### src/rtl/bcd_mod_counter.sv
// rtl/bcd_mod_counter.sv - multi-digit BCD modulo counter, range MIN..MAX, up/down, load, wrap pulses
// Optional COUNT_PM_EN adds the pm output that toggles on every wrap.
module bcd_mod_counter #(
  parameter int DIGITS = 2,
  parameter int MIN    = 0,
  parameter int MAX    = 11
) (
  input  logic                  clk,
  input  logic                  reset,
  input  logic                  en,
  input  logic                  up,
  input  logic                  load,
  input  logic [4*DIGITS-1:0]   load_val,
  output logic [4*DIGITS-1:0]   q,
  output logic                  carry,
  output logic                  borrow,
  output logic                  load_err
`ifdef COUNT_PM_EN
  ,
  output logic                  pm
`endif
);

  localparam int W = 4 * DIGITS;

  function automatic logic [W-1:0] to_bcd(input int v);
    logic [W-1:0] r;
    int t;
    r = '0;
    t = v;
    for (int i = 0; i < DIGITS; i++) begin
      r[4*i +: 4] = 4'(t % 10);
      t = t / 10;
    end
    return r;
  endfunction

  localparam logic [W-1:0] MIN_BCD = to_bcd(MIN);
  localparam logic [W-1:0] MAX_BCD = to_bcd(MAX);

  if (!(MIN >= 0 && MIN <= MAX && MAX < 10 ** DIGITS)) begin : g_bad_cfg
    $error("bcd_mod_counter: illegal MIN/MAX/DIGITS configuration");
  end

  logic [W-1:0] q_q, q_d;
  logic         carry_q, carry_d;
  logic         borrow_q, borrow_d;
  logic         load_err_q, load_err_d;
`ifdef COUNT_PM_EN
  logic         pm_q, pm_d;
`endif

  logic [W-1:0] inc_val, dec_val;
  logic         inc_c, dec_b, digits_ok;
  logic [W:0]   below_min, above_max;

  always_comb begin
    inc_val   = q_q;
    dec_val   = q_q;
    inc_c     = 1'b1;
    dec_b     = 1'b1;
    digits_ok = 1'b1;
    for (int i = 0; i < DIGITS; i++) begin
      if (inc_c) begin
        if (q_q[4*i +: 4] == 4'd9) begin
          inc_val[4*i +: 4] = 4'd0;
        end else begin
          inc_val[4*i +: 4] = q_q[4*i +: 4] + 4'd1;
          inc_c = 1'b0;
        end
      end
      if (dec_b) begin
        if (q_q[4*i +: 4] == 4'd0) begin
          dec_val[4*i +: 4] = 4'd9;
        end else begin
          dec_val[4*i +: 4] = q_q[4*i +: 4] - 4'd1;
          dec_b = 1'b0;
        end
      end
      if (load_val[4*i +: 4] > 4'd9) digits_ok = 1'b0;
    end
    // With valid digits, BCD ordering equals numeric ordering; sign bit of the difference flags out-of-range.
    below_min = {1'b0, load_val} - {1'b0, MIN_BCD};
    above_max = {1'b0, MAX_BCD} - {1'b0, load_val};
  end

  always_comb begin
    q_d        = q_q;
    carry_d    = 1'b0;
    borrow_d   = 1'b0;
    load_err_d = 1'b0;
    if (load) begin
      if (digits_ok && !below_min[W] && !above_max[W]) begin
        q_d = load_val;
      end else begin
        load_err_d = 1'b1;
      end
    end else if (en) begin
      if (up) begin
        if (q_q == MAX_BCD) begin
          q_d     = MIN_BCD;
          carry_d = 1'b1;
        end else begin
          q_d = inc_val;
        end
      end else begin
        if (q_q == MIN_BCD) begin
          q_d      = MAX_BCD;
          borrow_d = 1'b1;
        end else begin
          q_d = dec_val;
        end
      end
    end
`ifdef COUNT_PM_EN
    pm_d = pm_q ^ (carry_d | borrow_d);
`endif
  end

  always_ff @(posedge clk) begin
    if (reset) begin
      q_q        <= MIN_BCD;
      carry_q    <= 1'b0;
      borrow_q   <= 1'b0;
      load_err_q <= 1'b0;
`ifdef COUNT_PM_EN
      pm_q       <= 1'b0;
`endif
    end else begin
      q_q        <= q_d;
      carry_q    <= carry_d;
      borrow_q   <= borrow_d;
      load_err_q <= load_err_d;
`ifdef COUNT_PM_EN
      pm_q       <= pm_d;
`endif
    end
  end

  assign q        = q_q;
  assign carry    = carry_q;
  assign borrow   = borrow_q;
  assign load_err = load_err_q;
`ifdef COUNT_PM_EN
  assign pm       = pm_q;
`endif

endmodule

### config.mk
export PLATFORM = sky130hd
export DESIGN_NAME = bcd_mod_counter
export DESIGN_NICKNAME = d
export VERILOG_FILES = /design/src/rtl/bcd_mod_counter.sv
export SDC_FILE = /design/constraint.sdc
export NUM_CORES = 1
export LEC_CHECK = 0
export ABC_AREA = 1
export CELL_PAD_IN_SITES_DETAIL_PLACEMENT = 1
export CELL_PAD_IN_SITES_GLOBAL_PLACEMENT = 1
export CORE_ASPECT_RATIO = 1.2
export CORE_UTILIZATION = 35
export CTS_CLUSTER_DIAMETER = 40
export DETAILED_ROUTE_END_ITERATION = 12
export PLACE_DENSITY = 0.81
export RECOVER_POWER = 25
export SLEW_MARGIN = 20
export SYNTH_ARGS = -nofsm -noshare
export SYNTH_HDL_FRONTEND = slang
export SYNTH_SLANG_ARGS = --single-unit
export TNS_END_PERCENT = 10
### constraint.sdc
create_clock -name clk -period 2.35 [get_ports clk]
set_input_delay 0.235 -clock clk [delete_from_list [all_inputs] [get_ports clk]]
set_output_delay 0.235 -clock clk [all_outputs]
set_load 0.02 [all_outputs]
==> results.yml, run 1 <==
setup_path:
  crit_slowest_cell: "dlygate4sd3_1"
  cp-start-kind: "input pin"
  worstPathArrival_ps: 1950
  max_stage_delay_ps: 700
  critPathMaxFanout: 12
  worstPathRequired_ps: 2510
  worstPathCellList: "dlygate4sd3_1, nor2_1, a21oi_2, nand3_4, nand2_1, nand2_1, nor2_1"
  endpoint_kind: "register"
  crit_family: "simple AND/OR/NAND/NOR gates"
  cp_num_buf_inv: 1
  crit_type: "in -> reg"
sta:
  finalCritPeriodShare_pct: 75.90
  relSlewSlack_pct: 59.87
  period_needed_ps: 1784
  fmax_ghz: 0.5607
  final_max_slew_viol_count: 0
  finClkSkew_ps: 6.650
  final.setup.tns_ps: 0
  fin_ws_ps: 566.5
  worst_slew_pin_slew_ps: 599.8
  finalSetupViolCount: 0
  grt_setup_unrepaired: "false"
  finalHoldViolCount: 0
synth:
  yosysWarnings: 0
  ys_seq_area_share_pct: 23.31
  ys_ff_latch: 11
  syn-num-nets: 172
  synth_top_area_cell: "dfxtp_1"
  syn_area_per_cell_um2: 6.055
  synth_top_cell_area_share_pct: 23.31
  ys_types: 29
  ys.flop_type: "dfxtp_1"
  syn_inst: 156
  synth-edff-count: 0
  netlist_area_um2: 944.7
  synthArstFlopShare_pct: 0
  synth_area_leaders: "dfxtp_1 23%, nand2_1 16%, nor2_1 11%, nand3_1 6.4%, inv_1 4.4%"
place:
  gp_congestion: 0.8435
  post-dp-hpwl_um: 2461
  io_buffers: 23
  post-place-ws_ps: 333.9
grt:
  grt.busiest_layer: "met2"
  grt_remaining_overflow: 0
  met3_usage_pct: 5.426
  grt_use_met1_pct: 24.92
  antenna_found_initial: 0
  grt_max_degree: 13
  grt_first_pass_wirelength_um: 5140
  grt_use_total_pct: 23.49
  grt_pass1_vias: 1105
  met2_usage_pct: 49.12
clocking:
  clk_pin_slew_ps: 80
  cts_tree: "built"
  cts_num_sinks: 11
  postCtsSetupRepairBufs: 0
  clk_latency_ps: 270
  ctsHoldBuffers: 0
  htree_num_levels: 1
  cts_buffer_depth: 2
  cts_root_buffer: "clkbuf_4"
  cts_resized: 0
  cts_inserted_buffers: 3
final_layout:
  drive_above_1_share_pct: 12.64
  area.growth.synth_to_final_pct: 30.73
  fin_util_pct: 48.38
  antenna_cells: 0
  final_nets: 199
status:
  outcome: "finished clean"
routing:
  first_iter_violations: 16
  via_per_inst: 5.042
  firstDrtPassIters: 4
  wire_per_inst_um: 14.13
  ant_nets: 0
  wirelength_um: 3037
  vias: 1084
  drc_errors: 0
power:
  power.total_uw: 597.4
  clkPwrFrac_pct: 22.1
  power_switching_uw: 234.4
  p_sw_share_pct: 39.24
  pwr-share-seq_pct: 37.8
  p_comb_share_pct: 40.1
  power_leakage_nw: 0.5837
  p_int_uw: 363.0
  power.density_mw_per_mm2: 483.8
  vdd_drop_max_mv: 0.3207
floorplan:
  num_rows: 20
  initial_utilization_pct: 37.01
  die_h_um: 58.91
  die_w_um: 49.43
  io_pins: 24
  coreArea_mm2: 0.002552
  dieArea_mm2: 0.002912
run:
  drv_cap: 0
worst_hold_path:
  hp-class: "in -> reg"
-- stage by stage --
stage / hold slack, ps / cell area [um2] / cells
after floorplan: 307.4 / 944.7 / 156
after global placement: 587.5 / 1211 / 211
after detailed placement: 599.5 / 1211 / 211
after CTS: 559.7 / 1237 / 215
after global routing: 587.2 / 1235 / 215
final: 560.6 / 1235 / 215
-- cells by family (layout without fill, tap and decap cells) --
family          Yosys count  in the layout  share of synthesized area, %
compound gates           19             19                         12.05
flops                    11             11                         23.31
fa+ha+maj                 3              3                         3.974
simple gates             98             98                         49.54
buf+inv                  23             49                         9.271
xor+xnor                  2              2                         1.855
-- power groups by stage --
stage               clock, mW  sequential, mW  combinational [mW]
global route            0.145           0.230               0.267
finish                  0.132           0.226               0.240
global placement            0           0.230               0.233
CTS                     0.137           0.226               0.242
floorplan                   0           0.241               0.137
detailed placement          0           0.230               0.240
-- registers in the layout (all words and copies together), names as in the netlist --
name      count
q             8
borrow        1
carry         1
load_err      1
-- cell usage after synthesis, types with 2 or more instances --
master / n
a21oi_1: 8
clkinv_1: 2
dfxtp_1: 11
ha_1: 3
inv_1: 11
inv_2: 9
nand2_1: 41
nand2_2: 2
nand3_1: 12
nand3_2: 3
nand3_4: 2
nand4_1: 4
nor2_1: 28
o211ai_1: 2
o21ai_1: 4
-- layer usage --
metal / routed length (um) / share of wire [%] / vias up
met1: 1275 / 42 / 512
li1: - / - / 557
met4: 0 / 0 / 0
met2: 1695 / 56 / 15
met5: 0 / 0 / -
met3: 66 / 2.2 / 0
-- placed cells by master, fill, tap and decap left out, drive strengths merged, types with 2 or more instances in the layout --
cell,instances
dlygate4sd3,4
nor3,2
o211ai,2
nand4,4
clkinv,2
nor2,30
inv,20
nand2,43
o21ai,5
ha,3
dfxtp,11
clkdlybuf4s50,19
nand3,17
a21oi,9
clkbuf,4
-- layout make-up --
class | instances | area [um2]
Inverter | 22 | 82.58
Timing Repair Buffer | 23 | 230.2
Sequential cell | 11 | 220.2
Multi-Input combinational cell | 122 | 634.4
Clock buffer | 4 | 26.28
Tap cell | 33 | 41.29
Fill cell | 356 | 1318
-- worst paths after layout --
check	start	endpoint	slack (ps)	depth (start not counted)
hold / removal	reset	q[0]$_SDFFE_PP0P_	560	2
setup reg to reg	q[0]$_SDFFE_PP0P_	q[7]$_SDFFE_PP0P_	610	8
hold reg to reg	q[7]$_SDFFE_PP0P_	q[7]$_SDFFE_PP0P_	610	4
setup / recovery	load	q[6]$_SDFFE_PP0P_	570	7
Note: power is estimated with default switching activity, not from simulation.
==> run 2, diff against run 1 <==
Settings changed: CORE_UTILIZATION 35 to 32, PLACE_DENSITY 0.81 to 0.74.
Clock period 2.35 ns to 1.68 ns, I/O delays scaled along.
==> results.yml, run 2 (synthesis gave the netlist of run 1 again) <==
status:
  outcome: "finished clean"
final_layout:
  area.growth.synth_to_final_pct: 39.60
  register_area_um2: 224.0
  nFillCells: 380
  fin_util_pct: 46.91
  layout_commonest_cell: "nand2_1"
  layout.cells.non_filler: 223
  antenna_cells: 0
  multiInputGateArea_um2: 660.6
  post-route-cell-area_mm2: 0.001319
  largest_reg_flops: 8
  drive_above_1_share_pct: 19.05
  final_nets: 206
  layout_common_cells: "41 x nand2_1, 28 x nor2_1, 23 x clkdlybuf4s50_1"
sta:
  fin_hold_ws_ps: 494.0
  relSlewSlack_pct: 75.78
  final_max_slew_viol_count: 0
  finalCritPeriodShare_pct: 91.65
  grt_setup_unrepaired: "true"
  period_needed_ps: 1540
  fin_ws_ps: 140.2
  finalHoldViolCount: 0
  finClkSkew_ps: 7.643
  finalSetupViolCount: 0
  worst_slew_pin_slew_ps: 362.0
  fmax_ghz: 0.6495
  final.setup.tns_ps: 0
power:
  power.total_uw: 886.4
  power.density_mw_per_mm2: 672.1
  clkPwrFrac_pct: 21.7
  vdd_drop_max_mv: 0.4818
  p_int_uw: 535.5
  pwr-share-seq_pct: 35.8
  power_leakage_nw: 0.6090
  p_sw_share_pct: 39.58
  p_comb_share_pct: 42.4
  power_switching_uw: 350.9
setup_path:
  worstPathCellList: "clkdlybuf4s50_1"
  endpoint_kind: "output pin"
  critPathMaxFanout: 6
  worstPathRequired_ps: 1510
  worstPathArrival_ps: 1370
  cp_num_buf_inv: 1
  cp-start-kind: "register"
  crit_slowest_cell: "clkdlybuf4s50_1"
  max_stage_delay_ps: 650
  crit_family: "buffers and inverters"
  crit_type: "reg -> out"
place:
  post-dp-hpwl_um: 2511
  io_buffers: 23
  placed_cell_area_mm2: 0.001265
  place_inst: 219
  post-place-ws_ps: 45.03
  gp_congestion: 0.8793
clocking:
  htree_num_levels: 1
  cts_num_sinks: 11
  clk_pin_slew_ps: 70
  clk_latency_ps: 280
  ctsHoldBuffers: 0
  cts_root_buffer: "clkbuf_4"
  cts_inserted_buffers: 3
  cts_buffer_depth: 2
  cts_tree: "built"
grt:
  grt_use_total_pct: 21.87
  grt_max_degree: 10
  antenna_found_initial: 0
  grt_pass1_vias: 1121
  grt_first_pass_wirelength_um: 5016
  grt_remaining_overflow: 0
routing:
  via_per_inst: 4.978
  ant_nets: 0
  drc_errors: 0
  vias: 1110
  wirelength_um: 3130
  first_iter_violations: 24
  wire_per_inst_um: 14.04
  firstDrtPassIters: 4
floorplan:
  die_h_um: 61.52
  coreArea_mm2: 0.002811
  dieArea_mm2: 0.003174
  initial_utilization_pct: 33.60
  io_pins: 24
  num_rows: 21
  die_w_um: 51.60
worst_hold_path:
  hp-class: "in -> reg"
run:
  drv_cap: 0
## run 2: cell types whose count changed in the layout (fill, tap and decap cells not counted), sizes merged
cell           change
buf                +7
clkdlybuf4s50      +4
dlygate4sd3        -4
## run 2: timing repair
item                       in CTS  in global routing
setup buffers                   0                  0
setup endpoints to repair       0                  5
resized for setup               0                  8
## run 2: cell type report
class	instances	share of cell area (%)
timing repair buffer	30	21.44
inverter	22	6.262
clock buffer	4	1.992
sequential	11	16.98
tap	34	3.226
multi-input combinational	122	50.10
## run 2: final timing paths
check | from | endpoint | slack [ps] | cells past startpoint
max reg2reg | q[1]$_SDFFE_PP0P_ | q[7]$_SDFFE_PP0P_ | 140 | 10
min reg2reg | q[4]$_SDFFE_PP0P_ | q[4]$_SDFFE_PP0P_ | 620 | 2
min | reset | q[0]$_SDFFE_PP0P_ | 490 | 2
max | q[5]$_SDFFE_PP0P_ | q[5] | 140 | 1
## run 2: layer usage
| metal | track usage [%] | part of all wire (%) | up-vias |
|---|---|---|---|
| met5 | 0 | 0 | - |
| met4 | 3.475 | 0.45 | 0 |
| met3 | 3.704 | 2.9 | 2 |
| met2 | 43.23 | 56 | 18 |
| met1 | 24.71 | 40 | 524 |
| li1 | - | - | 566 |
## run 2: power by group through the flow
| stage | registers [mW] | logic [mW] | clock network, mW |
|---|---|---|---|
| 4_1_cts | 0.314 | 0.366 | 0.198 |
| 2_1_floorplan | 0.337 | 0.192 | 0 |
| 5_1_grt | 0.321 | 0.418 | 0.214 |
| 3_3_place_gp | 0.318 | 0.357 | 0 |
| 6_report | 0.318 | 0.376 | 0.193 |
| 3_5_place_dp | 0.320 | 0.364 | 0 |
==> run 3, diff against run 2 <==
Settings changed: CTS_CLUSTER_SIZE set to 28.
==> results of run 3 <==
The final DEF is identical to that of run 2; final timing and power are the same.
